===== config.mk =====
export PLATFORM = sky130hd
export DESIGN_NAME = mem_port_arbiter
export DESIGN_NICKNAME = d
export VERILOG_FILES = /design/src/rtl/mem_port_arbiter.sv
export SDC_FILE = /design/constraint.sdc
export NUM_CORES = 1
export LEC_CHECK = 0
export BUFFER_PORTS_ARGS = -buffer_cell sky130_fd_sc_hd__buf_2
export CAP_MARGIN = 5
export CORE_UTILIZATION = 25
export CTS_BUF_LIST = sky130_fd_sc_hd__clkbuf_4 sky130_fd_sc_hd__clkbuf_8
export CTS_CLUSTER_SIZE = 28
export DETAILED_ROUTE_END_ITERATION = 10
export PLACE_DENSITY_LB_ADDON = 0.2
export SYNTH_ARGS = -nofsm -noshare
export SYNTH_HDL_FRONTEND = slang
export SYNTH_SLANG_ARGS = --single-unit

===== constraint.sdc =====
create_clock -name clk_ctrl -period 2.44 [get_ports clk_ctrl]
set_input_delay 0.244 -clock clk_ctrl [delete_from_list [all_inputs] [get_ports clk_ctrl]]
set_output_delay 0.244 -clock clk_ctrl [all_outputs]
set_load 0.1 [all_outputs]

===== src/rtl/mem_port_arbiter.sv =====
// Two-port arbiter for the shared 16x8 data memory: CPU control unit vs host/debug loader.
// Define MEMARB_RR_EN to arbitrate simultaneous idle requests round-robin instead of CPU-first.
module mem_port_arbiter #(
    parameter int ADDR_W    = 4,
    parameter int DATA_W    = 8,
    parameter int MAX_BURST = 4
) (
    input  logic              clk_ctrl,
    input  logic              rst_ctrl,
    input  logic              cpu_req,
    input  logic              cpu_we,
    input  logic [ADDR_W-1:0] cpu_addr,
    input  logic [DATA_W-1:0] cpu_wdata,
    output logic              cpu_gnt,
    output logic              cpu_rvalid,
    output logic [DATA_W-1:0] cpu_rdata,
    input  logic              host_req,
    input  logic              host_we,
    input  logic [ADDR_W-1:0] host_addr,
    input  logic [DATA_W-1:0] host_wdata,
    output logic              host_gnt,
    output logic              host_rvalid,
    output logic [DATA_W-1:0] host_rdata,
    output logic [ADDR_W-1:0] mem_adr,
    output logic              mem_wr,
    output logic [DATA_W-1:0] mem_wdata,
    input  logic [DATA_W-1:0] mem_rdata,
    output logic [1:0]        owner,
    output logic              busy
);

    // State encoding doubles as the owner code, so owner comes straight from a flop.
    typedef enum logic [1:0] {
        IDLE     = 2'b00,
        OWN_CPU  = 2'b01,
        OWN_HOST = 2'b10
    } state_t;

    typedef enum logic {
        REQ_CPU  = 1'b0,
        REQ_HOST = 1'b1
    } req_id_t;

    localparam logic [3:0] BURST_LIM = 4'(MAX_BURST);

    state_t     state, state_nxt;
    logic [3:0] burst_cnt, burst_nxt;
    logic       grant_nxt;
    req_id_t    grant_id;
    req_id_t    idle_pick;
    req_id_t    own_id, oth_id;
    logic       cpu_eff, host_eff, own_eff, oth_eff, any_gnt;
    logic       rd_pend;
    req_id_t    rd_tag;

    function automatic state_t own_state(input req_id_t id);
        return (id == REQ_HOST) ? OWN_HOST : OWN_CPU;
    endfunction

    // A request is ignored in the cycle its own grant is showing.
    assign cpu_eff  = cpu_req  & ~cpu_gnt;
    assign host_eff = host_req & ~host_gnt;
    assign any_gnt  = cpu_gnt | host_gnt;

    assign own_id  = (state == OWN_HOST) ? REQ_HOST : REQ_CPU;
    assign oth_id  = (state == OWN_HOST) ? REQ_CPU  : REQ_HOST;
    assign own_eff = (own_id == REQ_HOST) ? host_eff : cpu_eff;
    assign oth_eff = (oth_id == REQ_HOST) ? host_eff : cpu_eff;
    assign owner   = state;

`ifdef MEMARB_RR_EN
    req_id_t last_owner;
    assign idle_pick = (last_owner == REQ_HOST) ? REQ_CPU : REQ_HOST;
`else
    assign idle_pick = REQ_CPU;
`endif

    always_comb begin
        // NOTE: every variable gets a default first so no path leaves one unassigned (no latch).
        state_nxt = state;
        burst_nxt = burst_cnt;
        grant_nxt = 1'b0;
        grant_id  = REQ_CPU;
        unique case (state)
            IDLE: begin
                if (cpu_eff || host_eff) begin
                    grant_nxt = 1'b1;
                    if (cpu_eff && host_eff) grant_id = idle_pick;
                    else                     grant_id = host_eff ? REQ_HOST : REQ_CPU;
                    state_nxt = own_state(grant_id);
                    burst_nxt = 4'd1;
                end
            end
            default: begin
                // Decisions in an OWN state are taken only between grants.
                if (!any_gnt) begin
                    if (own_eff && (burst_cnt < BURST_LIM || !oth_eff)) begin
                        grant_nxt = 1'b1;
                        grant_id  = own_id;
                        burst_nxt = (burst_cnt == 4'hF) ? 4'hF : burst_cnt + 4'd1;
                    end else if (oth_eff) begin
                        grant_nxt = 1'b1;
                        grant_id  = oth_id;
                        state_nxt = own_state(oth_id);
                        burst_nxt = 4'd1;
                    end else begin
                        state_nxt = IDLE;
                        burst_nxt = 4'd0;
                    end
                end
            end
        endcase
    end

    // NOTE: sequential state uses non-blocking assignments so all flops update from pre-edge values.
    always_ff @(posedge clk_ctrl or posedge rst_ctrl) begin
        if (rst_ctrl) begin
            state       <= IDLE;
            burst_cnt   <= 4'd0;
            busy        <= 1'b0;
            cpu_gnt     <= 1'b0;
            host_gnt    <= 1'b0;
            mem_adr     <= '0;
            mem_wr      <= 1'b0;
            mem_wdata   <= '0;
            rd_pend     <= 1'b0;
            rd_tag      <= REQ_CPU;
            cpu_rvalid  <= 1'b0;
            host_rvalid <= 1'b0;
            cpu_rdata   <= '0;
            host_rdata  <= '0;
`ifdef MEMARB_RR_EN
            last_owner  <= REQ_HOST;
`endif
        end else begin
            state     <= state_nxt;
            burst_cnt <= burst_nxt;
            busy      <= (state_nxt != IDLE);
            cpu_gnt   <= grant_nxt && (grant_id == REQ_CPU);
            host_gnt  <= grant_nxt && (grant_id == REQ_HOST);
            mem_wr    <= 1'b0;
            if (grant_nxt) begin
                mem_adr   <= (grant_id == REQ_HOST) ? host_addr  : cpu_addr;
                mem_wr    <= (grant_id == REQ_HOST) ? host_we    : cpu_we;
                mem_wdata <= (grant_id == REQ_HOST) ? host_wdata : cpu_wdata;
`ifdef MEMARB_RR_EN
                last_owner <= grant_id;
`endif
            end
            // Read pipeline carries the requester tag so data returns to the right port.
            rd_pend     <= any_gnt & ~mem_wr;
            rd_tag      <= host_gnt ? REQ_HOST : REQ_CPU;
            cpu_rvalid  <= rd_pend && (rd_tag == REQ_CPU);
            host_rvalid <= rd_pend && (rd_tag == REQ_HOST);
            if (rd_pend && rd_tag == REQ_CPU)  cpu_rdata  <= mem_rdata;
            if (rd_pend && rd_tag == REQ_HOST) host_rdata <= mem_rdata;
        end
    end

endmodule


# After elaboration in Yosys (flattened, before gate mapping)
# Cells that the tools add are included.
# W data, S select, Z words.
[word_totals]
reg_bits = 42
[op_classes]
n_eq_ne = 4
n_addsub = 1
n_bitwise = 9
reduce_logical = 12
n_mux = 36
magnitude_cmp = 1
[op_table]
columns = ["operator", "n"]
rows = [
  ["$mux W4", 6],
  ["$mux W1", 22],
  ["$mux W2", 7],
  ["$mux W8", 1],
  ["$logic_and A1 B1 Y1", 6],
  ["$not A1 Y1", 5],
  ["$add A4 B1 Y4 const B", 1],
  ["$eq A4 B4 Y1 const B", 1],
  ["$lt A4 B3 Y1 const B", 1],
  ["$and A1 B1 Y1", 3],
  ["$eq A2 B2 Y1 const B", 1],
  ["$logic_not A2 Y1", 1],
  ["$logic_or A1 B1 Y1", 2],
  ["$ne A2 B1 Y1 const B", 1],
  ["$ne A2 B2 Y1 const B", 1],
  ["$reduce_and A2 Y1", 1],
  ["$reduce_bool A2 Y1", 1],
  ["$logic_not A1 Y1", 1],
  ["$or A1 B1 Y1", 1],
]

# Depth between registers and ports, before layout
# Gate-level depths: netlist of the first run.
[logic_depth]
word_depth = 11
depth_mapped = 7
depth_no_buf = 5

# Worst setup path after synthesis of the first run
# Ideal clock, no wire load.
[synth_timing]
path_type = "register -> register"
startpoint = "register state[1], in the netlist owner[1]"
endpoint = "register mem_adr[0]"
path_stages_with_launch = 8
slack_ns = -0.275
setup_time_ns = 0.126
t_arrival_ns = 2.589
n_path_buf = 2
path_cell_list = "dfrtp_1 -> nor2b_1 -> mux2_4 -> o2111a_1 -> or2_0 -> buf_2 -> buf_6 -> a221o_1"
[synth_between]
elab_chain_len = 9
word_cells_on_any_way = 18
[synth_rtl]
columns = ["element", "line", "text"]
rows = [
  ["from (decl)", "46", "state_t state, state_nxt;"],
  ["from (signal assigned)", "136", "state <= state_nxt;"],
  ["$eq A2 B2 Y1", "65, 66", ""],
  ["$mux W1", "68", "assign oth_eff = (oth_id == REQ_HOST) ? host_eff : cpu_eff;"],
  ["$logic_not A1 Y1", "97", "if (own_eff && (burst_cnt < BURST_LIM || !oth_eff)) begin"],
  ["$logic_or A1 B1 Y1", "97", ""],
  ["$logic_and A1 B1 Y1", "97", ""],
  ["$mux W1", "97", ""],
  ["$mux W1", "96", "if (!any_gnt) begin"],
  ["$mux W1", "84", "unique case (state)"],
  ["$mux W4", "143", "mem_adr <= (grant_id == REQ_HOST) ? host_addr : cpu_addr;"],
  ["to (signal assigned)", "143", ""],
  ["to (decl)", "24", "output logic [ADDR_W-1:0] mem_adr,"],
]
# Several ways; a longest one is shown, not always the timed one.
# A chain may end at the register's enable or synchronous reset.

# Final worst setup path of the first run
[layout_timing]
startpoint = "register cpu_gnt"
endpoint = "register mem_adr[1]"
[layout_between]
elab_chain_len = 10
word_cells_on_any_way = 24
[layout_rtl]
columns = ["element", "line", "text"]
rows = [
  ["from (decl)", "14", "output logic cpu_gnt,"],
  ["from (signal assigned)", "139", "cpu_gnt <= grant_nxt && (grant_id == REQ_CPU);"],
  ["$not A1 Y1", "61", "assign cpu_eff = cpu_req & ~cpu_gnt;"],
  ["$and A1 B1 Y1", "61", ""],
  ["$mux W1", "68", ""],
  ["$logic_not A1 Y1", "97", ""],
  ["$logic_or A1 B1 Y1", "97", ""],
  ["$logic_and A1 B1 Y1", "97", ""],
  ["$mux W1", "97", ""],
  ["$mux W1", "96", ""],
  ["$mux W1", "84", ""],
  ["$mux W4", "143", ""],
]
# Several ways; a longest one is shown, not always the timed one. The select of a mux whose other input is x is not followed.

==> qor.yml, run 1 <==
cells_and_area:
  area_growth_syn_to_layout_pct: 34.2
  drive_gt1_frac: 0.496
  nets: 262
  num_antenna_cells: 0
  final_cell_area_mm2: 0.00242
synth:
  synthMuxAreaShare: 0.108
  seq_area_frac_synth: 0.582
  syn_avg_cell_area_um2: 12.6
  synthXorXnorAreaFrac: 0
  synth_top_family_by_area: "compound AO/OA/AOI/OAI gates"
  synth_seq_cells: 42
  synth-compound-area-share: 0.150
  yosys.area.top_type: "dfrtp_1"
  syn-num-nets: 182
  yosysUniqueCellTypes: 31
  synthAdderAreaFrac: 0.00693
  ys_top_cells_by_area: "dfrtp_1 (58%), mux2_2 (10%), a221o_1 (6.7%)"
  postSynthCellCount: 143
  yosys_warnings: 0
  netlist_area_mm2: 0.00181
  synth_top_area_share: 0.582
  synth_simple_gate_area_frac: 0.124
clock_network:
  cts_tree: "done"
  ctsRootBufferMaster: "clkbuf_8"
  cts_sinks: 42
  ctsHoldBuffers: 0
  cts_made_buffers: 5
  clk_path_buf_depth: 2
  postCtsResizedCells: 0
  insertion_delay_ns: 0.29
  cts_setup_buffers: 0
  cts_max_level: 2
  worst_setup_hold_path_clk_slew_ns: 0.09
sta:
  max_slew_margin: 0.644
  worst_pin_slew_ns: 0.535
  slew_viol_final: 0
  fin_setup_tns_ns: 0
  max_freq_mhz: 476
  hold_viol: 0
  period_minus_slack_ns: 2.10
  rsz0062_at_grt: "false"
  clock_skew_ns: 0.0131
  period_share: 0.862
  setup_viol: 0
critical_path:
  critical_path_arrival_ns: 2.28
  crit_cells: 6
  crit_chain: "nand2b_2, mux2_4, o2111a_1, or2_0, buf_4, a221o_1"
  crit_fanout: 14
  cp_top_family: "compound AO/OA/AOI/OAI gates"
  path_buf_inv: 1
  slowest_stage: "dfrtp_2"
  required_ns: 2.62
  cp-end-kind: "flip-flop"
  cpPeakStageDelay_ns: 0.43
  critPathLaunchType: "flip-flop"
  r2r_cells: 6
  crit_type: "reg2reg"
detailed_routing:
  drcViolationCount: 0
  vias_per_cell: 4.32
  ant_nets: 0
  num_vias: 1383
  post_drt_wl_per_cell_um: 12.8
  drt_first_pass_iters: 4
  drt-total-wl_um: 4110
  drtIter0Drc: 42
global_route:
  grt.total_usage: 0.118
  grt-ovfl-total: 0
  antenna_found_initial: 0
  grt_pass1_wl_um: 6910
  grt_max_degree: 43
  grt_pass1_vias: 1414
floorplanning:
  initial_core_util: 0.263
  row_count: 30
  core_area_mm2: 0.00687
  die_width_um: 87.0
  die_y_um: 87.0
  die_area_mm2: 0.00757
  io_pins: 74
flow_run:
  maxCapViolCount: 0
min_path:
  holdCritPathClass: "in2async"
placement:
  io_buffer_count: 73
  postPlaceCellArea_mm2: 0.00230
  gp_congestion: 0.835
outcome:
  run_status: "finished, final reports clean"
[cell type report]
class                           count  area [um^2]
Inverter                            6         22.5
Fill cell                         698         4450
Sequential cell                    42         1060
Clock buffer                        7         83.8
Multi-Input combinational cell     90          707
Clock inverter                      1         30.0
Tap cell                           96          120
Timing Repair Buffer               78          403
[layer usage]
metal  share of wire  track usage
met2            0.44        0.185
met4          0.0061       0.0409
met5               0            0
met1            0.48        0.152
met3           0.073       0.0379
[worst register-to-register path, stage by stage, from the launching register on]
cell and delay [ns]:
dfrtp_2 0.43, nand2b_2 0.23, mux2_4 0.31, o2111a_1 0.28, or2_0 0.20, buf_4 0.19
a221o_1 0.36
[stage by stage]
step	worst slack, ns	instances	util	hold slack, ns
2_1_floorplan	0.0293	143	-	0.389
3_3_place_gp	0.192	312	0.336	0.406
3_5_place_dp	0.156	312	0.336	0.413
4_1_cts	0.156	320	0.352	0.0821
5_1_grt	0.235	320	0.353	0.116
6_report	0.338	320	0.353	0.0640
[cell usage after synthesis (all sizes together)]
cell / instances
nor2: 5
a21oi: 4
a21boi: 1
and2b: 1
nand2: 3
or2: 2
nor2b: 2
o21ai: 6
o2bb2ai: 1
nor3: 3
a221o: 12
nor4b: 1
dfrtp: 42
nand2b: 7
clkbuf: 2
a21o: 1
a31oi: 2
and2: 12
o2111a: 2
inv: 6
o211a: 1
nand3: 2
buf: 3
ha: 1
o22ai: 1
a22o: 3
mux2: 17
[layout by cell type (no fill, tap or decap), types with 6 or more instances in the layout]
master    instances
buf_2            73
dfrtp_1          38
mux2_2           16
and2_1           12
a221o_1          12
nand2b_1          6
o21ai_0           6
[final timing paths]
path,from,to,slack (ns)
setup / recovery,cpu_gnt$_DFF_PP0_,mem_adr[1]$_DFFE_PP0N_,0.34
hold / removal,rst_ctrl,host_rdata[2]$_DFFE_PP0P_,0.06
setup reg to reg,cpu_gnt$_DFF_PP0_,mem_adr[1]$_DFFE_PP0N_,0.34
hold reg to reg,mem_wr$_DFF_PP0_,rd_pend$_DFF_PP0_,0.43
max in group asynchronous,rst_ctrl,owner[0]$_DFF_PP0_,1.98
min in group clk_ctrl,cpu_addr[3],mem_adr[3]$_DFFE_PP0N_,0.17
[cells by family after synthesis]
group	after synthesis
flops	42
simple gates	38
compound gates	34
mux	17
buf+inv	11
fa+ha+maj	1
[flip-flops by register name, indices dropped and copies added, names as in the netlist]
| name | cells |
|---|---|
| host_rvalid | 1 |
| host_rdata | 8 |
| mem_adr | 4 |
| host_gnt | 1 |
| mem_wdata | 8 |
| rd_pend | 1 |
| rd_tag | 1 |
| burst_cnt | 4 |
| owner | 2 |
| mem_wr | 1 |
| cpu_rdata | 8 |
| cpu_gnt | 1 |
| cpu_rvalid | 1 |
| busy | 1 |
Power of run 1 is not shown: default switching activity piles up to over one toggle a cycle in this logic, so the estimate is an artifact.
==> run 2, diff against run 1 <==
--- a/config.mk
+++ b/config.mk
@@ -7,7 +7,9 @@
 export LEC_CHECK = 0
 export BUFFER_PORTS_ARGS = -buffer_cell sky130_fd_sc_hd__buf_2
 export CAP_MARGIN = 5
-export CORE_UTILIZATION = 25
+export CELL_PAD_IN_SITES_DETAIL_PLACEMENT = 0
+export CELL_PAD_IN_SITES_GLOBAL_PLACEMENT = 2
+export CORE_UTILIZATION = 31
 export CTS_BUF_LIST = sky130_fd_sc_hd__clkbuf_4 sky130_fd_sc_hd__clkbuf_8
 export CTS_CLUSTER_SIZE = 28
 export DETAILED_ROUTE_END_ITERATION = 10
==> qor.yml, run 2 (synthesis results as in run 1) <==
floorplanning:
  die_width_um: 78.3  # was 87.0 um
  io_pins: 74  # unchanged
  die_area_mm2: 0.00613  # was 0.00757 mm^2
  row_count: 27  # was 30
  die_y_um: 78.3  # was 87.0 um
  core_area_mm2: 0.00557  # was 0.00687 mm^2
  initial_core_util: 0.324  # was 0.263
sta:
  hold_viol: 0  # unchanged
  fin_setup_tns_ns: 0  # unchanged
  max_freq_mhz: 472  # was 476 MHz
  worst_pin_slew_ns: 0.600  # was 0.535 ns
  rsz0062_at_grt: "false"  # unchanged
  setup_viol: 0  # unchanged
  clock_skew_ns: 0.0105  # was 0.0131 ns
  period_share: 0.868  # was 0.862
  slew_viol_final: 0  # unchanged
  max_slew_margin: 0.597  # was 0.644
  period_minus_slack_ns: 2.12  # was 2.10 ns
clock_network:
  ctsHoldBuffers: 0  # unchanged
  worst_setup_hold_path_clk_slew_ns: 0.09  # about the same
  cts_max_level: 2  # unchanged
  cts_made_buffers: 5  # unchanged
  ctsRootBufferMaster: "clkbuf_8"  # unchanged
  cts_sinks: 42  # unchanged
  cts_tree: "done"  # unchanged
  insertion_delay_ns: 0.30  # was 0.29 ns
  clk_path_buf_depth: 2  # unchanged
critical_path:
  cp-end-kind: "flip-flop"  # unchanged
  critical_path_arrival_ns: 2.30  # was 2.28 ns
  crit_type: "reg2reg"  # unchanged
  required_ns: 2.62  # about the same
  critPathLaunchType: "flip-flop"  # unchanged
  crit_fanout: 14  # unchanged
global_route:
  grt_max_degree: 43  # unchanged
  grt.total_usage: 0.140  # was 0.118
  grt-ovfl-total: 0  # unchanged
  grt_pass1_wl_um: 6620  # was 6910 um
  antenna_found_initial: 0  # unchanged
  grt_pass1_vias: 1428  # was 1414
outcome:
  run_status: "finished, final reports clean"  # unchanged
detailed_routing:
  post_drt_wl_per_cell_um: 13.7  # was 12.8 um
  ant_nets: 0  # unchanged
  drt-total-wl_um: 4030  # was 4110 um
  drt_first_pass_iters: 4  # unchanged
  num_vias: 1430  # was 1383
  vias_per_cell: 4.86  # was 4.32
  drtIter0Drc: 56  # was 42
  drcViolationCount: 0  # unchanged
placement:
  dpl.hpwl_um: 2960
  io_buffer_count: 73  # unchanged
  gp_congestion: 0.787  # was 0.835
cells_and_area:
  num_antenna_cells: 0  # unchanged
  nets: 260  # was 262
  largestRegisters: "cpu_rdata: 8 flops, host_rdata: 8 flops, mem_wdata: 8 flops"  # unchanged
  layout_commonest_cell: "buf_2"  # unchanged
  drive_gt1_frac: 0.491  # was 0.496
  area_growth_syn_to_layout_pct: 30.5  # was 34.2%
  mostFrequentLayoutCells: "buf_2 (73), dfrtp_1 (38), mux2_2 (16)"  # unchanged
min_path:
  holdCritPathClass: "in2async"  # unchanged
flow_run:
  maxCapViolCount: 0  # unchanged
## run 2: changes by cell type in the layout (fill, tap and decap cells not counted), sizes merged
cell / change
buf: -2
clkbuf: -2
clkinvlp: +2
inv: +2
bufinv: -1
clkinv: -1
## run 2: timing repair
item / CTS / global route
resized for setup: 0 / 1
buffers inserted: 0 / 0
endpoints found under the setup margin: 0 / 2
## run 2: stage by stage
stage               instances  cell area (um^2)   util  hold WS (ns)  worst slack [ns]
finish                    294              2360  0.423        0.0610             0.322
global placement          286              2260  0.405         0.393             0.333
detailed placement        286              2260  0.405         0.410             0.210
floorplan                 143              1810      -         0.389            0.0293
global route              294              2360  0.423         0.107             0.229
CTS                       294              2350  0.422        0.0753             0.202
## run 2: cell type report
| class | count | area, um^2 |
|---|---|---|
| Fill cell | 561 | 3220 |
| Sequential cell | 42 | 1060 |
| Multi-Input combinational cell | 90 | 707 |
| Timing Repair Buffer | 76 | 388 |
| Tap cell | 72 | 90.1 |
| Clock buffer | 5 | 68.8 |
| Clock inverter | 3 | 23.8 |
| Inverter | 6 | 22.5 |
## run 2: path summary, 6_finish.rpt
check / from / end / slack (ns) / cells after the start
min: rst_ctrl / cpu_rdata[1]$_DFFE_PP0P_ / 0.06 / 3
max in group asynchronous: rst_ctrl / cpu_gnt$_DFF_PP0_ / 1.99 / 3
min in group clk_ctrl: host_addr[3] / mem_adr[3]$_DFFE_PP0N_ / 0.17 / 2
min reg2reg: mem_wr$_DFF_PP0_ / rd_pend$_DFF_PP0_ / 0.45 / 1
max: cpu_gnt$_DFF_PP0_ / mem_wdata[1]$_DFFE_PP0N_ / 0.32 / 6
max reg2reg: cpu_gnt$_DFF_PP0_ / mem_wdata[1]$_DFFE_PP0N_ / 0.32 / 6
## run 2: critical path, cell delays in order (launching register included)
cell and delay [ns]:
dfrtp_2 0.44, nand2b_2 0.24, mux2_4 0.31, o2111a_1 0.28, or2_0 0.20, buf_4 0.19
a221o_1 0.36
## run 2: metal layers
metal / GRT usage / vias to the layer above / routed length (um)
met5: 0 / - / 0
met4: 0.0519 / 0 / 75
met3: 0.0500 / 8 / 267
met2: 0.228 / 55 / 1990
met1: 0.169 / 693 / 1690
li1: - / 674 / -
Power of run 2 is left out for the same reason.
==> run 3, diff against run 2 <==
--- a/config.mk
+++ b/config.mk
@@ -9,7 +9,7 @@
 export CAP_MARGIN = 5
 export CELL_PAD_IN_SITES_DETAIL_PLACEMENT = 0
 export CELL_PAD_IN_SITES_GLOBAL_PLACEMENT = 2
-export CORE_UTILIZATION = 31
+export CORE_UTILIZATION = 25
 export CTS_BUF_LIST = sky130_fd_sc_hd__clkbuf_4 sky130_fd_sc_hd__clkbuf_8
 export CTS_CLUSTER_SIZE = 28
 export DETAILED_ROUTE_END_ITERATION = 10
==> qor.yml, run 3 (synthesis results as in run 1) <==
outcome:
  run_status: "finished, final reports clean"  # unchanged
critical_path:
  critical_path_arrival_ns: 2.29  # was 2.30 ns
  path_buf_inv: 1  # unchanged
  cpPeakStageDelay_ns: 0.43  # was 0.44 ns
  crit_fanout: 14  # unchanged
  critPathLaunchType: "flip-flop"  # unchanged
  crit_chain: "nand2b_2, mux2_4, o2111a_1, or2_0, buf_4, a221o_1"  # unchanged
  cp-end-kind: "flip-flop"  # unchanged
  slowest_stage: "dfrtp_2"  # unchanged
  crit_type: "reg2reg"  # unchanged
  cp_top_family: "compound AO/OA/AOI/OAI gates"  # unchanged
  required_ns: 2.61  # was 2.62 ns
sta:
  period_share: 0.867  # was 0.868
  hold_viol: 0  # unchanged
  clock_skew_ns: 0.00716  # was 0.0105 ns
  worst_pin_slew_ns: 0.842  # was 0.600 ns
  setup_viol: 0  # unchanged
  max_slew_margin: 0.435  # was 0.597
  rsz0062_at_grt: "false"  # unchanged
  fin_ws_ns: 0.326  # was 0.322 ns
  fin_setup_tns_ns: 0  # unchanged
  slew_viol_final: 0  # unchanged
  period_minus_slack_ns: 2.11  # was 2.12 ns
  max_freq_mhz: 473  # was 472 MHz
placement:
  io_buffer_count: 73  # unchanged
  postPlaceCellArea_mm2: 0.00230  # was 0.00226 mm^2
  dpl.hpwl_um: 3070  # was 2960 um
  gp_congestion: 0.802  # was 0.787
  place_worst_setup_slack_ns: 0.154  # was 0.210 ns
  dp.cells: 312  # was 286
cells_and_area:
  regArea_mm2: 0.00106  # unchanged
  num_antenna_cells: 0  # unchanged
  largestRegisters: "cpu_rdata: 8 flops, host_rdata: 8 flops, mem_wdata: 8 flops"  # unchanged
  drive_gt1_frac: 0.496  # was 0.491
  final_cell_area_mm2: 0.00240  # was 0.00236 mm^2
  fillers: 707  # was 561
  multiInputGateArea_um2: 707  # unchanged
  layout_commonest_cell: "buf_2"  # unchanged
  fin_cells: 320  # was 294
  area_growth_syn_to_layout_pct: 32.8  # was 30.5%
  nets: 262  # was 260
  mostFrequentLayoutCells: "buf_2 (73), dfrtp_1 (38), mux2_2 (16)"  # unchanged
clock_network:
  cts_sinks: 42  # unchanged
  clk_path_buf_depth: 2  # unchanged
  worst_setup_hold_path_clk_slew_ns: 0.08  # was 0.09 ns
  cts_setup_buffers: 0  # unchanged
  cts_tree: "done"  # unchanged
  cts_made_buffers: 5  # unchanged
  cts_max_level: 2  # unchanged
  insertion_delay_ns: 0.29  # was 0.30 ns
  ctsRootBufferMaster: "clkbuf_8"  # unchanged
global_route:
  antenna_found_initial: 0  # unchanged
  grt-ovfl-total: 0  # unchanged
  grt_pass1_vias: 1450  # was 1428
  grt_pass1_wl_um: 6960  # was 6620 um
  grt_max_degree: 24  # was 43
  grt.total_usage: 0.122  # was 0.140
floorplanning:
  die_width_um: 87.0  # was 78.3 um
  io_pins: 74  # unchanged
  die_area_mm2: 0.00757  # was 0.00613 mm^2
  initial_core_util: 0.263  # was 0.324
  row_count: 30  # was 27
  core_area_mm2: 0.00687  # was 0.00557 mm^2
  die_y_um: 87.0  # was 78.3 um
detailed_routing:
  vias_per_cell: 4.36  # was 4.86
  drtIter0Drc: 80  # was 56
  drt-total-wl_um: 4150  # was 4030 um
  drcViolationCount: 0  # unchanged
  drt_first_pass_iters: 4  # unchanged
  post_drt_wl_per_cell_um: 13.0  # was 13.7 um
  ant_nets: 0  # unchanged
  num_vias: 1395  # was 1430
min_path:
  holdCritPathClass: "in2async"  # unchanged
flow_run:
  maxCapViolCount: 0  # unchanged
[run 3: worst paths after layout]
check	startpoint	to	slack, ns	cells past startpoint
max in group asynchronous	rst_ctrl	mem_wdata[3]$_DFFE_PP0N_	1.83	3
worst max register to register	cpu_gnt$_DFF_PP0_	mem_wdata[1]$_DFFE_PP0N_	0.33	6
worst max-delay path	cpu_gnt$_DFF_PP0_	mem_wdata[1]$_DFFE_PP0N_	0.33	6
worst min register to register	host_gnt$_DFF_PP0_	rd_tag$_DFF_PP0_	0.45	0
worst min-delay path	rst_ctrl	host_rdata[1]$_DFFE_PP0P_	0.009	2
min in group clk_ctrl	cpu_wdata[6]	mem_wdata[6]$_DFFE_PP0N_	0.18	2
[run 3: cell type report]
cell class / count / share of cell area
clock inverter: 2 / 0.00574
clock buffer: 6 / 0.0318
multi-input combinational: 90 / 0.295
timing repair buffer: 78 / 0.168
tap: 96 / 0.0501
inverter: 6 / 0.00939
sequential: 42 / 0.440
[run 3: what timing repair did]
action / 4_1_cts / 5_1_grt
hold endpoints to repair: 0 / 0
resized for setup: 0 / 1
setup endpoints to repair: 0 / 12
hold buffers: 0 / 0
[run 3: layer usage]
metal	vias to the layer above	share of wire	GRT usage
li1	678	-	-
met1	665	0.47	0.148
met4	0	0.012	0.0409
met3	4	0.058	0.0427
met5	-	0	0
met2	48	0.46	0.200
[run 3: through the flow]
stage | hold WS, ns | util
after floorplan | 0.389 | -
after global placement | 0.351 | 0.336
after detailed placement | 0.347 | 0.336
after CTS | 0.0302 | 0.349
after global routing | 0.0403 | 0.349
final | 0.00945 | 0.349
Power of run 3 is left out for the same reason.
